File: config.mk
export PLATFORM = sky130hd
export DESIGN_NAME = lock_keypad_seq_flat
export DESIGN_NICKNAME = d
export VERILOG_FILES = /design/src/rtl/lock_keypad_seq_pkg.sv /design/src/rtl/lock_keypad_seq_if.sv /design/src/rtl/lock_keypad_seq_digit_shift_reg.sv /design/src/rtl/lock_keypad_seq.sv /design/src/flat_wrapper.sv
export SDC_FILE = /design/constraint.sdc
export NUM_CORES = 1
export LEC_CHECK = 0
export CORE_MARGIN = 5
export CORE_UTILIZATION = 55
export DETAILED_ROUTE_END_ITERATION = 7
export PLACE_DENSITY = 0.75
export SYNTH_ARGS = -nofsm -noshare
export SYNTH_HDL_FRONTEND = slang
export SYNTH_HIERARCHICAL = 1
export SYNTH_SLANG_ARGS = --single-unit
File: constraint.sdc
create_clock -name clock -period 3.2 [get_ports clock]
set_clock_uncertainty 0.15 [all_clocks]
set_input_delay 0.64 -clock clock [delete_from_list [all_inputs] [get_ports clock]]
set_output_delay 0.64 -clock clock [all_outputs]
set_load 0.05 [all_outputs]
File: src/rtl/lock_keypad_seq_pkg.sv
// Shared types and defaults for the keypad sequencer and the lock FSM it feeds.
package lock_pkg;

  localparam int DEF_DIGITS = 4;
  localparam int DEF_DIGIT_W = 4;
  localparam int DEF_TIMEOUT = 1000000;
  localparam logic [15:0] DEF_INIT_CODE = 16'h1234;

  typedef enum logic [1:0] {
    IDLE,
    COLLECT,
    EVAL
  } seq_state_e;

  // Status encodings the lock FSM reports; kept here so both blocks agree.
  typedef enum logic [1:0] {
    LOCK_LOCKED,
    LOCK_OPEN,
    LOCK_LOAD,
    LOCK_ALARM
  } lock_status_e;

endpackage

File: src/rtl/lock_keypad_seq_if.sv
// Keypad-side and lock-FSM-side signals of the entry sequencer.
interface lock_keypad_seq_if
  import lock_pkg::*;
#(
  parameter int DIGITS = DEF_DIGITS,
  parameter int DIGIT_W = DEF_DIGIT_W
);
  localparam int CW = $clog2(DIGITS + 1);

  logic               key_valid;
  logic [DIGIT_W-1:0] key_digit;
  logic               key_enter;
  logic               key_change;
  logic               load_strobe;
  logic               alarm;
  logic               compare;
  logic               enter;
  logic               change;
  logic [CW-1:0]      entry_count;
  logic               busy;

  modport master (
    output key_valid, key_digit, key_enter, key_change, load_strobe, alarm,
    input  compare, enter, change, entry_count, busy
  );

  modport slave (
    input  key_valid, key_digit, key_enter, key_change, load_strobe, alarm,
    output compare, enter, change, entry_count, busy
  );

endinterface

File: src/rtl/lock_keypad_seq_digit_shift_reg.sv
// Entry register: newest digit enters at the LSB end, full entries ignore further digits.
module digit_shift_reg
  import lock_pkg::*;
#(
  parameter int DIGITS = DEF_DIGITS,
  parameter int DIGIT_W = DEF_DIGIT_W
) (
  input  logic                        clock,
  input  logic                        reset,
  input  logic                        shift,
  input  logic                        clear,
  input  logic [DIGIT_W-1:0]          digit,
  output logic [DIGITS*DIGIT_W-1:0]   data,
  output logic [$clog2(DIGITS+1)-1:0] count
);
  localparam int CW = $clog2(DIGITS + 1);
  localparam int W = DIGITS * DIGIT_W;

  // Clear takes priority so an evaluation or discard never keeps a late digit.
  always_ff @(posedge clock or posedge reset) begin
    if (reset) begin
      data  <= '0;
      count <= '0;
    end else if (clear) begin
      data  <= '0;
      count <= '0;
    end else if (shift && (count < CW'(DIGITS))) begin
      data  <= {data[W-DIGIT_W-1:0], digit};
      count <= count + 1'b1;
    end
  end

endmodule

File: src/rtl/lock_keypad_seq.sv
// Keypad entry sequencer: collects digits, holds the unlock code and pulses the lock FSM.
module lock_keypad_seq
  import lock_pkg::*;
#(
  parameter int DIGITS = DEF_DIGITS,
  parameter int DIGIT_W = DEF_DIGIT_W,
  parameter int TIMEOUT = DEF_TIMEOUT,
  parameter logic [DIGITS*DIGIT_W-1:0] INIT_CODE = DEF_INIT_CODE
) (
  input logic              clock,
  input logic              reset,
  lock_keypad_seq_if.slave bus
);
  localparam int CW = $clog2(DIGITS + 1);
  localparam int W = DIGITS * DIGIT_W;
  localparam int TW = $clog2(TIMEOUT + 1);

  seq_state_e    state;
  logic [TW-1:0] timer;
  logic          latchedChange;
  logic [W-1:0]  entry;
  logic [W-1:0]  lastEntry;
  logic [W-1:0]  storedCode;
  logic [CW-1:0] count;
  logic          compareQ, enterQ, changeQ, busyQ;
  logic          oneButton, anyButton, timerExpired, shiftEn, clearEn;

  always_comb begin
    oneButton    = bus.key_enter ^ bus.key_change;
    anyButton    = bus.key_enter | bus.key_change;
    timerExpired = (timer == TW'(TIMEOUT - 1));
    shiftEn      = !bus.alarm && bus.key_valid && !anyButton && (state != EVAL);
    clearEn      = bus.alarm || (state == EVAL) ||
                   ((state == COLLECT) && !oneButton && !bus.key_valid && timerExpired);
  end

  digit_shift_reg #(
    .DIGITS (DIGITS),
    .DIGIT_W(DIGIT_W)
  ) shiftReg (
    .clock(clock),
    .reset(reset),
    .shift(shiftEn),
    .clear(clearEn),
    .digit(bus.key_digit),
    .data (entry),
    .count(count)
  );

  // Pulses default low so every assertion lasts exactly one cycle; alarm overrides the FSM.
  always_ff @(posedge clock or posedge reset) begin
    if (reset) begin
      state         <= IDLE;
      timer         <= '0;
      latchedChange <= 1'b0;
      compareQ      <= 1'b0;
      enterQ        <= 1'b0;
      changeQ       <= 1'b0;
      busyQ         <= 1'b0;
      lastEntry     <= '0;
      storedCode    <= INIT_CODE;
    end else begin
      compareQ <= 1'b0;
      enterQ   <= 1'b0;
      changeQ  <= 1'b0;
      if (bus.load_strobe) storedCode <= lastEntry;
      if (bus.alarm) begin
        state <= IDLE;
        busyQ <= 1'b0;
        timer <= '0;
      end else begin
        case (state)
          IDLE: begin
            if (oneButton) begin
              latchedChange <= bus.key_change;
              state         <= EVAL;
              busyQ         <= 1'b1;
            end else if (bus.key_valid && !anyButton) begin
              state <= COLLECT;
              busyQ <= 1'b1;
              timer <= '0;
            end
          end
          COLLECT: begin
            if (oneButton) begin
              latchedChange <= bus.key_change;
              state         <= EVAL;
              timer         <= '0;
            end else if (bus.key_valid) begin
              timer <= '0;
            end else if (timerExpired) begin
              state <= IDLE;
              busyQ <= 1'b0;
              timer <= '0;
            end else begin
              timer <= timer + 1'b1;
            end
          end
          EVAL: begin
            compareQ  <= (count == CW'(DIGITS)) && (entry == storedCode);
            enterQ    <= !latchedChange;
            changeQ   <= latchedChange;
            lastEntry <= entry;
            state     <= IDLE;
            busyQ     <= 1'b0;
          end
          default: begin
            state <= IDLE;
            busyQ <= 1'b0;
          end
        endcase
      end
    end
  end

  assign bus.compare     = compareQ;
  assign bus.enter       = enterQ;
  assign bus.change      = changeQ;
  assign bus.busy        = busyQ;
  assign bus.entry_count = count;

endmodule

File: src/flat_wrapper.sv
// flat-port wrapper written by rule: the top's interface ports become plain ports
module lock_keypad_seq_flat import lock_pkg::*;
#(
  parameter int DIGITS = DEF_DIGITS,
  parameter int DIGIT_W = DEF_DIGIT_W,
  parameter int TIMEOUT = DEF_TIMEOUT,
  parameter logic [DIGITS*DIGIT_W-1:0] INIT_CODE = DEF_INIT_CODE
)
  (clock, reset, bus_key_valid, bus_key_digit, bus_key_enter, bus_key_change, bus_load_strobe, bus_alarm, bus_compare, bus_enter, bus_change, bus_entry_count, bus_busy);
  lock_keypad_seq_if #(.DIGITS(DIGITS), .DIGIT_W(DIGIT_W)) bus_i ();
  input logic clock;
  input logic reset;
  input wire logic [$bits(bus_i.key_valid)-1:0] bus_key_valid;
  input wire logic [$bits(bus_i.key_digit)-1:0] bus_key_digit;
  input wire logic [$bits(bus_i.key_enter)-1:0] bus_key_enter;
  input wire logic [$bits(bus_i.key_change)-1:0] bus_key_change;
  input wire logic [$bits(bus_i.load_strobe)-1:0] bus_load_strobe;
  input wire logic [$bits(bus_i.alarm)-1:0] bus_alarm;
  output wire logic [$bits(bus_i.compare)-1:0] bus_compare;
  output wire logic [$bits(bus_i.enter)-1:0] bus_enter;
  output wire logic [$bits(bus_i.change)-1:0] bus_change;
  output wire logic [$bits(bus_i.entry_count)-1:0] bus_entry_count;
  output wire logic [$bits(bus_i.busy)-1:0] bus_busy;
  assign bus_i.key_valid = bus_key_valid;
  assign bus_i.key_digit = bus_key_digit;
  assign bus_i.key_enter = bus_key_enter;
  assign bus_i.key_change = bus_key_change;
  assign bus_i.load_strobe = bus_load_strobe;
  assign bus_i.alarm = bus_alarm;
  assign bus_compare = bus_i.compare;
  assign bus_enter = bus_i.enter;
  assign bus_change = bus_i.change;
  assign bus_entry_count = bus_i.entry_count;
  assign bus_busy = bus_i.busy;
  lock_keypad_seq #(.DIGITS(DIGITS), .DIGIT_W(DIGIT_W), .TIMEOUT(TIMEOUT), .INIT_CODE(INIT_CODE)) u_core (.clock(clock), .reset(reset), .bus(bus_i));
endmodule
After elaboration in Yosys (flattened, before gate mapping)
Index checks and enable logic that the tools add are counted.

Add/sub/neg operators: 2. Magnitude comparators: 1. Equality and inequality tests: 14. Muxes and demuxes: 31. Bitwise operators: 3. Reductions and logical operators: 25.

Operators by type and width (count): two-way mux 20 bit (6); case mux 20 bit (2 select lines) (1); two-way mux 16 bit (2); adder 20 x 1 -> 20 bit, second input constant (1); equality test 20 bit, second input constant (1); equality test 16 bit (1); two-way mux 1 bit (12); two-way mux 2 bit (6); logical AND 1 bit (9); != test 3 bit, second input constant (3); AND reduction 3 bit (3); != test 4 x 2 -> 1 bit, second input constant (2); two-way mux 3 bit (2); != test 3 x 2 -> 1 bit, second input constant (2); zero test 1 bit (5); != test 4 x 3 -> 1 bit, second input constant (1); case mux 2 bit (2 select lines) (1); AND reduction 4 bit (1); adder 3 x 1 -> 3 bit, second input constant (1); equality test 3 bit, second input constant (1); < comparator 3 bit, second input constant (1); nonzero test 3 bit (1); equality test 2 x 1 -> 1 bit, second input constant (1); equality test 2 bit, second input constant (1); 10 further kinds (11).

Register bits: 78. Input port bits: 11. Output and inout port bits: 7. Word-level logic and storage cells: 87.

Depth between registers and ports, before layout
Depth after elaboration: 7. Depth in mapped cells: 9. Depth with buffers taken out: 7.

By module
Netlist, hierarchy kept.

By module, submodules not included: lock_keypad_seq (times used 1, cells an instance 247, area each 2815.2 µm², sequential area each 1482.7 µm²); digit_shift_reg (times used 1, cells an instance 71, area each 874.6 µm², sequential area each 475.5 µm²).

Worst setup path before layout
No wires, ideal clock.

Path kind: reg-to-reg. Start: reg u_core.timer[12]. End: reg u_core.shiftReg.count[0]. Setup time: 0.125 ns. Arrival time: 2.239 ns. Slack: 0.686 ns. Stages on the path, launching flop included: 9. Buffers on the path: 1. Period minus slack after synthesis: 2.514 ns. Cells stage by stage: dfrtp_1 > or4_4 > nor4_4 > nand3b_1 > nor3_1 > or2_2 > clkbuf_1 > nor2_1 > mux2_4.

Longest elaborated chain between the ends: 4.

Ends and longest elaborated chain: start: declaration (RTL line lock_keypad_seq.sv:19) `logic [TW-1:0] timer;`; start signal: assignment (RTL line lock_keypad_seq.sv:96) `timer <= timer + 1'b1;`; equality test 20 bit * (RTL line lock_keypad_seq.sv:31) `timerExpired = (timer == TW'(TIMEOUT - 1));`; logical AND 1 bit * (RTL line lock_keypad_seq.sv:34) `((state == COLLECT) && !oneButton && !bus.key_valid && timerExpired);`; logical OR 1 bit * (RTL line lock_keypad_seq.sv:33) `clearEn = bus.alarm || (state == EVAL) ||`; named net u_core.clearEn (RTL line lock_keypad_seq.sv:26) `logic oneButton, anyButton, timerExpired, shiftEn, clearEn;`; two-way mux 3 bit / nonzero test 2 bit (equally long branches); end signal: assignment (RTL line lock_keypad_seq_digit_shift_reg.sv:29) `count <= count + 1'b1;`; end: declaration (RTL line lock_keypad_seq_digit_shift_reg.sv:14) `output logic [$clog2(DIGITS+1)-1:0] count`.

The timed path passes the listed nets; every way through them passes the cells marked *. A chain may end at the register's enable or synchronous reset.

Worst setup path in the final report
Start: in bus_key_change. End: reg u_core.timer[13].

Longest elaborated chain between the ends: 5.

Ends and longest elaborated chain: start: declaration (RTL line flat_wrapper.sv:16) `input wire logic [$bits(bus_i.key_change)-1:0] bus_key_change;`; bitwise OR 1 bit (RTL line lock_keypad_seq.sv:30) `anyButton = bus.key_enter | bus.key_change;`; zero test 1 bit (RTL line lock_keypad_seq.sv:78) `end else if (bus.key_valid && !anyButton) begin`; logical AND 1 bit (RTL line lock_keypad_seq.sv:78); != test 3 x 2 -> 1 bit (no line); AND reduction 3 bit (no line).

Several ways; a longest one is shown, not always the timed one.

==> qor.yml <==
drive_above_1_share_pct: 19.9
dr.first_iter.drc_count: 100
routabilityCongestion: 0.833
wl_per_cell_um: 15.7
worstSetupPathType: "primary input to register"
n_antenna_cell: 0
slowest_delay_ns: 0.60
internal_power_uw: 1490
grt_pass1_vias: 2404
ctsResizeCount: 0
ys.flop_type: "dfrtp_1"
die_h_um: 91.9
hold_class: "register to register"
setup_violations: 0
met3_usage_pct: 4.26
h-tree-depth: 3
final_common_cell: "dfrtp_1"
clk_path_buf_depth: 2
syn-cell-area_sq_mm: 0.00369
routed-via-count: 2437
dp_hpwl_mm: 4.57
use_met1_pct: 25.3
busiest_layer: "met2"
die_w_um: 91.9
peakVddDrop_mv: 0.332
critical-path-top-delay-family: "simple AND/OR/NAND/NOR gates"
yosysSeqAreaShare_pct: 53.1
tritoncts: "yes"
numCtsBuffers: 9
power_frac_comb_pct: 6.5
synth_cells: 318
core.rowCount: 29
endpoint_kind: "register"
hold_violations: 0
die-area_sq_mm: 0.00845
crit_path_start: "bus_key_change"
viasPerCell: 5.76
routed_wl_mm: 6.63
syn_nets: 332
clk_latency_ns: 0.35
p_sw_share_pct: 22.5
slew_viol_final: 0
clk_pin_slew_ns: 0.08
power.switching_uw: 434
core_sq_mm: 0.00642
worstPathArrival_ns: 2.92
syn-mean-instance-area_sq_um: 11.6
fmaxAchievable_mhz: 356
pre_cts_slack_ns: 0.0696
grt_usage_pct: 17.4
ys_warn_count: 6
cts-root-buf: "clkbuf_8"
crit_slowest_cell: "or4_1"
nNetsFinal: 355
power_density_mw_per_mm2: 461
tns_ns: 0
use_met2_pct: 25.5
p_total_uw: 1930
run_status: "completed"
worst_pin_slew_ns: 0.750
cp-start-kind: "primary input"
cp_cell_sequence: "clkdlybuf4s50_1 > inv_1 > ha_1 > nand2b_1 > or4_1 > a21oi_2 > nor2_2 > nor2_1"
cp.buffers_inverters: 2
syn_to_final_growth_pct: 13.2
drtPass1Iterations: 4
clock_sinks: 78
timing.final.crit_share_pct: 87.8
p_leak_uw: 0.00201
grt_start_max_net_pins: 31
yosysUniqueCellTypes: 48
grt_pass1_wl_mm: 11.7
fin_crit_ns: 2.81
p_clk_share_pct: 41.3
final_core_util_pct: 65.0
synthArstFlopShare_pct: 100
start_util_pct: 57.5
io_pins: 18
ant_nets: 0
holdBufCountCts: 0
ys_ff_latch: 78
synth_edf_count: 0
antenna_found_initial: 0
postCtsSetupBuffers: 0
grt_overflow: 0
route.detailed.drc: 0
required_ns: 3.32
setup_slack_ns: 0.392
reg2reg_from: "u_core/timer[15]"
rsz0062_at_grt: "false"
most-common-layout-cells: "dfrtp_1 (73), mux2_2 (33), nor2_1 (22)"
max_slew_margin_pct: 49.9
pwr-share-seq_pct: 52.2
portBuffers: 17
cp_max_fo: 10
holdCritStartpoint: "u_core/latchedChange"
maxCapViolations: 0
## cell type report
class	count	area [sq um]
fill	505	2240
sequential	78	1960
multi-input combinational	222	1650
timing repair buffer	24	235
clock buffer	11	131
tap	77	96.3
clock inverter	5	82.6
inverter	6	22.5
## registers in the layout (all words and copies together), names as in the netlist
name and cells:
u_core/shiftReg/count 3, u_core/bus.change 1, u_core/storedCode 16, u_core/bus.compare 1, u_core/bus.enter 1, u_core/state 2
u_core/timer 20, u_core/latchedChange 1, u_core/bus.busy 1, u_core/shiftReg/data 16, u_core/lastEntry 16
## worst paths after layout
check / depth (start not counted) / slack [ns] / end
min in group asynchronous: 2 / 0.58 / u_core/storedCode[10]
max reg2reg: 7 / 0.42 / u_core/shiftReg/count[0]
max in group asynchronous: 3 / 1.70 / u_core/lastEntry[13]
min: 1 / 0.34 / u_core/bus.enter
max: 8 / 0.39 / u_core/timer[13]
min reg2reg: 1 / 0.34 / u_core/bus.enter
## worst reg2reg max path, cell delays in order (launching register included)
cell and delay (ns):
dfrtp_1 0.44, or4_4 0.57, nor4_4 0.41, nand3b_1 0.18, nor3_1 0.19, or2_2 0.39
nor2b_1 0.09, mux2_4 0.27
## routing by layer
layer  part of all wire [%]  vias up  wire length (um)
li1                       -     1183                 -
met1                     50     1202              3320
met2                     45       43              2950
met3                    3.7        9               248
met4                    1.6        0               106
met5                      0        -                 0
## synth_stat cells (7+ instances only)
library cell,instances,area [sq um]
nor2_1,22,82.6
nand2_1,18,67.6
mux2i_1,12,120
dfrtp_1,73,1830
nand4_1,9,56.3
xor2_1,21,184
nand2b_1,21,131
nand3_1,14,70.1
nand4bb_1,7,78.8
clkbuf_1,8,30.0
mux2_2,33,372
o21ai_0,8,40.0
## cells by family (layout without fill, tap and decap cells)
group | count (synthesis) | after routing | share of synthesized area [%]
adders and majority gates | 3 | 3 | 1.02
xor gates and xnor gates | 24 | 24 | 5.70
AOI/OAI and AO/OA | 27 | 27 | 5.02
buffers and inverters | 18 | 46 | 2.17
DFF | 78 | 78 | 53.1
and+or+nand+nor | 122 | 122 | 19.3
muxes | 46 | 46 | 13.7
## power by group through the flow
stage,clock network [uW],registers [uW],logic (uW)
final,795,1010,126
after global routing,857,1010,139
after CTS,817,1010,128
after detailed placement,0,1030,128
after global placement,0,1030,126
after floorplan,0,1030,74.7
## per-stage QoR
stage | area [sq um] | std cells | hold slack, ns
floorplan | 3690 | 318 | 0.269
global placement | 3960 | 407 | 0.332
detailed placement | 3960 | 407 | 0.340
CTS | 4180 | 423 | 0.343
global route | 4180 | 423 | 0.345
finish | 4180 | 423 | 0.336
(Power assumes the default switching activity.)
